File: src/rtl/stopwatch_cu_multi.sv
// Multi-channel stopwatch control FSM: turns run/stop, clear and lap pulses
// into registered run, clear and lap-hold controls per channel.
//
// state | meaning
// ------+----------------------------------------------
// STOP  | counter halted, display live
// RUN   | counter enabled
// CLEAR | counter cleared for CLR_CYCLES cycles
// LAP   | counter enabled, display frozen
module stopwatch_cu_multi #(
    parameter int N_CH       = 2,
    parameter int MODE_W     = 2,
    parameter int SW_MODE    = 0,
    parameter int CLR_CYCLES = 1
) (
    input  logic                clk,
    input  logic                rst,
    input  logic [MODE_W-1:0]   mode,
    input  logic [N_CH-1:0]     i_runstop,
    input  logic [N_CH-1:0]     i_clear,
    input  logic [N_CH-1:0]     i_lap,
    input  logic                i_clear_all,
    output logic [N_CH-1:0]     o_runstop,
    output logic [N_CH-1:0]     o_clear,
    output logic [N_CH-1:0]     o_lap_hold,
    output logic [2*N_CH-1:0]   o_state
);

    localparam int CNT_W = $clog2(CLR_CYCLES + 1);
    localparam logic [CNT_W-1:0] CNT_LOAD = CNT_W'(CLR_CYCLES - 1);

    typedef enum logic [1:0] {
        ST_STOP  = 2'b00,
        ST_RUN   = 2'b01,
        ST_CLEAR = 2'b10,
        ST_LAP   = 2'b11
    } state_t;

    state_t           state_q [N_CH];
    state_t           state_d [N_CH];
    logic [CNT_W-1:0] cnt_q   [N_CH];
    logic [CNT_W-1:0] cnt_d   [N_CH];
    logic             mode_ok;

    assign mode_ok = (mode == MODE_W'(SW_MODE));

    always_comb begin
        for (int i = 0; i < N_CH; i++) begin
            state_d[i] = state_q[i];
            cnt_d[i]   = cnt_q[i];
            case (state_q[i])
                ST_STOP: begin
                    if (mode_ok) begin
                        if (i_runstop[i]) begin
                            state_d[i] = ST_RUN;
                        end else if (i_clear[i] || i_clear_all) begin
                            state_d[i] = ST_CLEAR;
                            cnt_d[i]   = CNT_LOAD;
                        end
                    end
                end
                ST_RUN: begin
                    if (mode_ok) begin
                        if (i_runstop[i])  state_d[i] = ST_STOP;
                        else if (i_lap[i]) state_d[i] = ST_LAP;
                    end
                end
                ST_LAP: begin
                    if (mode_ok) begin
                        if (i_runstop[i])  state_d[i] = ST_STOP;
                        else if (i_lap[i]) state_d[i] = ST_RUN;
                    end
                end
                ST_CLEAR: begin
                    // a clear in progress finishes regardless of mode
                    if (cnt_q[i] != '0) cnt_d[i]   = cnt_q[i] - 1'b1;
                    else                state_d[i] = ST_STOP;
                end
                default: state_d[i] = ST_STOP;
            endcase
        end
    end

    // outputs decode the next state so they change on the same edge as the state
    always_ff @(posedge clk or negedge rst) begin
        if (!rst) begin
            for (int i = 0; i < N_CH; i++) begin
                state_q[i] <= ST_STOP;
                cnt_q[i]   <= '0;
            end
            o_runstop  <= '0;
            o_clear    <= '0;
            o_lap_hold <= '0;
        end else begin
            for (int i = 0; i < N_CH; i++) begin
                state_q[i]    <= state_d[i];
                cnt_q[i]      <= cnt_d[i];
                o_runstop[i]  <= (state_d[i] == ST_RUN) || (state_d[i] == ST_LAP);
                o_clear[i]    <= (state_d[i] == ST_CLEAR);
                o_lap_hold[i] <= (state_d[i] == ST_LAP);
            end
        end
    end

    always_comb begin
        o_state = '0;
        for (int i = 0; i < N_CH; i++) begin
            o_state[2*i +: 2] = state_q[i];
        end
    end

endmodule

File: config.mk
export PLATFORM = sky130hd
export DESIGN_NAME = stopwatch_cu_multi
export DESIGN_NICKNAME = d
export VERILOG_FILES = /design/src/rtl/stopwatch_cu_multi.sv
export SDC_FILE = /design/constraint.sdc
export NUM_CORES = 1
export LEC_CHECK = 0
export ABC_AREA = 1
export BUFFER_PORTS_ARGS = -buffer_cell sky130_fd_sc_hd__buf_2
export CAP_MARGIN = 40
export CORE_AREA = 2 2 39 41
export CTS_CLUSTER_SIZE = 28
export DETAILED_ROUTE_END_ITERATION = 10
export DIE_AREA = 0 0 41 43
export GPL_TIMING_DRIVEN = 0
export PLACE_DENSITY_LB_ADDON = 0.05
export SKIP_LAST_GASP = 1
export SYNTH_ARGS = -nofsm -noshare
export SYNTH_HDL_FRONTEND = slang
export SYNTH_SLANG_ARGS = --single-unit
File: constraint.sdc
create_clock -name clk -period 0.8 [get_ports clk]
set_input_delay 0.08 -clock clk [delete_from_list [all_inputs] [get_ports clk]]
set_output_delay 0.08 -clock clk [all_outputs]
set_load 0.03 [all_outputs]
* Word-level counts from Yosys, hierarchy flattened
Index checks and enable logic that the tools add are counted.
Word-level totals: bits in read-only memories 0, output and inout port bits 10, memories kept 0, memory bits (writable) 0, bits in latches 0, register bits after elaboration 12
Operators by class: shift operators 0, bitwise operators 0, divide/modulo/power cells 0, equality and inequality tests 18, multipliers 0, mux-type cells 32, magnitude comparators 0, add/sub/neg operators 2, reductions and logical operators 11
Operators with widths (number):
- $mux W2 | 20
- $eq A2 B2 Y1 const B | 8
- $pmux W2 S4 | 2
- $ne A2 B2 Y1 const B | 6
- $eq A2 B1 Y1 const B | 4
- $mux W1 | 8
- $reduce_and A4 Y1 | 2
- $logic_not A2 Y1 | 3
- $logic_or A1 B1 Y1 | 4
- $pmux W1 S2 | 2
- $reduce_bool A2 Y1 | 2
- $sub A1 B1 Y1 const B | 2

* Longest topological paths before layout
word-level depth 7, depth in mapped cells 6

* Worst setup path before layout
Ideal clock, no wire load.
path type register to register, start point reg state_q (netlist bit o_state[1]), end point reg state_q (netlist bit o_state[1]), slack -137 ps, buffers on the path 0, arrival 871 ps, setup time 66 ps, clock period less this slack 937 ps, cell stages (with the launch flop) 4, data required time 734 ps, cell sequence dfrtp_1 nor2_1 nand4_1 nand2_2
RTL lines:
- start: declaration | RTL line 39 | state_t state_q [N_CH];
- start signal: indexed assignment | RTL line 96 | state_q[i] <= state_d[i];

* Worst setup path after layout
start point reg state_q (netlist bit o_state[3]), end point out o_state[3]
RTL lines:
- end: declaration | RTL line 26 | output logic [2*N_CH-1:0] o_state
No word-level cell between the ends.

==> impl_results.md <==
* Antenna cells at 0
* Crit-path max cell delay at 0.44 ns
* Max-cap check violation count at 0
* CP Capture Type: output port
* Routability cong. at 0.668
* FMAX at 1080 MHz
* Synth cell types at 10
* Synth area leader: dfrtp_1
* Cell Chain, Critical Path: buf_6
* Post-synth EDFFs at 0
* Num rows at 14
* Post-DRT Antenna Nets at 0
* Arr. time, crit path at 0.84 ns
* Total track usage at 0.132
* CTS Buf Count at 3
* Drt total wl at 906 microns
* Grt ovf at 0
* Average size of a mapped cell at 8.96 sq um
* Die height at 43 microns
* CP required at 0.72 ns
* Final HPWL DP at 643 microns
* Post-synthesis cell area at 439 sq um
* Leak at 0.403 nW
* Post-detailed-route wirelength per cell at 9.96 microns
* Number of cells produced by synthesis at 49
* Iter 0 DRT Violations at 10
* Vias in the first global route at 377
* Setup crit start kind: flop
* Post-synth ARST share at 1.00
* Hold Path Depth at 3
* Area Overhead vs Synth at 59.8%
* YS warnings at 0
* TritonCTS clock tree: built
* Status: finished, violations left
* Top cells by count, synth: dfrtp_1 (10), nand2_1 (10), inv_1 (8), nand2_2 (8), nand3_1 (4)
* Nets at 88
* Post-layout minimum cycle time at 0.922 ns
* H-tree depth at 1
* Area contributors post-synth: dfrtp_1 (57%), nand2_2 (11%), nand2_1 (8.5%), inv_1 (6.8%), nand3_1 (4.6%)
* Setup_tns at -1.09 ns
* Synth Flop Type: dfrtp_1
* Reg2reg path depth at 3
* Hold Vio Cnt, Final at 0
* Clock Skew at 0.000307 ns
* Power density cells at 2460 nW/um^2
* Yosys top cell area share at 0.570
* Synth Net Count at 60
* I/O pins at 21
* First-pass GRT wire length at 1540 microns
* Worst Path Max Fanout at 4
* Register area share after synthesis at 0.570
* Maximum vdd drop at 0.00112 V
* Placed Area at 569 sq um
* Seq cells post-synth at 10
* Count of final setup violators at 20
* Clock insertion delay at the later pin of the skew report at 0.25 ns
* RSZ-0062 raised after global routing: yes
* Routed vias/inst at 4.45
* Root buf cell: clkbuf_4
* Clock slew at the register clock pins of the worst setup and hold paths at 0.06 ns
* Slowest-stage cell, CP: dfrtp_2
* Hold WC Path Type: in2reg
* Max Slew Vio Count at 0
* Failing checks: negative setup slack
* Initial core utilization at 0.317
* Die width at 41 microns
* Clock sink total at 10
* Share of layout cells above drive strength 1 at 0.600
* Critical path's top delay family: flip-flops
* Core area at 1380 sq um
* DR DRC count at 0
* Critical setup path kind: reg2out
* Via Count at 405
* Die area at 1760 sq um
* Largest net degree at the start of global routing at 11
* Slew HR at 0.817
* Worst Path Buf+Inv at 1
* I/O Buffers at 20
* Total iterations of the first detailed-routing run at 3
* Clk buf depth at 2
* Least-Margin Pin Slew at 0.274 ns
* Post-route setup slack at -0.122 ns
* Fin crit share at 1.15
* CP Depth at 1
* Non-Filler Cell Area, Final at 702 sq um
* Antenna violations before repair at 0
flip-flops by register name, indices dropped and copies added, names as in the netlist:
signal / cells
o_state: 4
o_clear: 2
o_runstop: 2
o_lap_hold: 2
cells in the final DEF (no fill, tap or decap), types with 2 or more instances in the layout:
master,netlist,layout
buf_2,0,10
buf_6,0,12
clkbuf_4,0,3
dfrtp_1,10,6
dfrtp_2,0,4
inv_1,8,8
inv_2,2,2
nand2_1,10,10
nand2_2,8,6
nand2_4,0,2
nand3_1,4,3
nand4_1,2,2
nor2_2,0,2
or2_2,2,2
cell families (layout without fill, tap and decap cells):
logic type	Yosys count	after routing	synth area share
buf+inv	10	36	0.0855
simple gates	29	29	0.345
flops	10	10	0.570
per-stage QoR:
stage / utilization / worst slack, ns / hold slack (ns) / instances / total power, mW
floorplan: - / -0.0655 / -0.216 / 49 / 1.02
global placement: 0.411 / -0.0624 / -0.0443 / 85 / 1.18
detailed placement: 0.411 / -0.0717 / -0.0452 / 85 / 1.18
CTS: 0.504 / -0.130 / 0.131 / 91 / 1.73
global route: 0.507 / -0.144 / 0.122 / 91 / 1.83
finish: 0.507 / -0.122 / 0.104 / 91 / 1.73
final cells by class:
class | instances | area [sq um]
fillers | 137 | 682
flip-flops and latches | 10 | 255
repair buffers | 23 | 195
inverters | 10 | 37.5
clock buffers | 3 | 22.5
well taps | 16 | 20.0
multi-input cells | 29 | 171
per-layer routing:
layer / routed length, microns / track usage
met5: 0 / 0
met3: 53 / 0.0471
met2: 427 / 0.175
met4: 0 / 0.0600
met1: 426 / 0.185
report_power, final:
| group | total (mW) | internal (mW) | switching [mW] |
|---|---|---|---|
| logic | 0.711 | 0.323 | 0.389 |
| registers | 0.682 | 0.603 | 0.0790 |
| clock network | 0.333 | 0.173 | 0.160 |
| total | 1.73 | 1.10 | 0.628 |
worst paths after layout:
path	start	endpoint	slack, ns
setup / recovery	o_state[3]$_DFF_PN0_	o_state[3]	-0.12
hold / removal	i_runstop[0]	o_state[0]$_DFF_PN0_	0.10
hold reg to reg	o_state[0]$_DFF_PN0_	o_state[0]$_DFF_PN0_	0.61
min in group asynchronous	rst	o_runstop[0]$_DFF_PN0_	0.23
setup reg to reg	o_state[0]$_DFF_PN0_	o_state[1]$_DFF_PN0_	-0.07
max in group asynchronous	rst	o_state[3]$_DFF_PN0_	0.36
what timing repair did:
action | in CTS | in global routing
resized for setup | 24 | 1
endpoints found under the hold margin | 10 | 0
pin swaps | 6 | 2
buffers inserted | 2 | 0
hold buffers | 1 | 0
setup endpoints to repair | 18 | 20
Note: power is estimated with default switching activity, not from simulation.
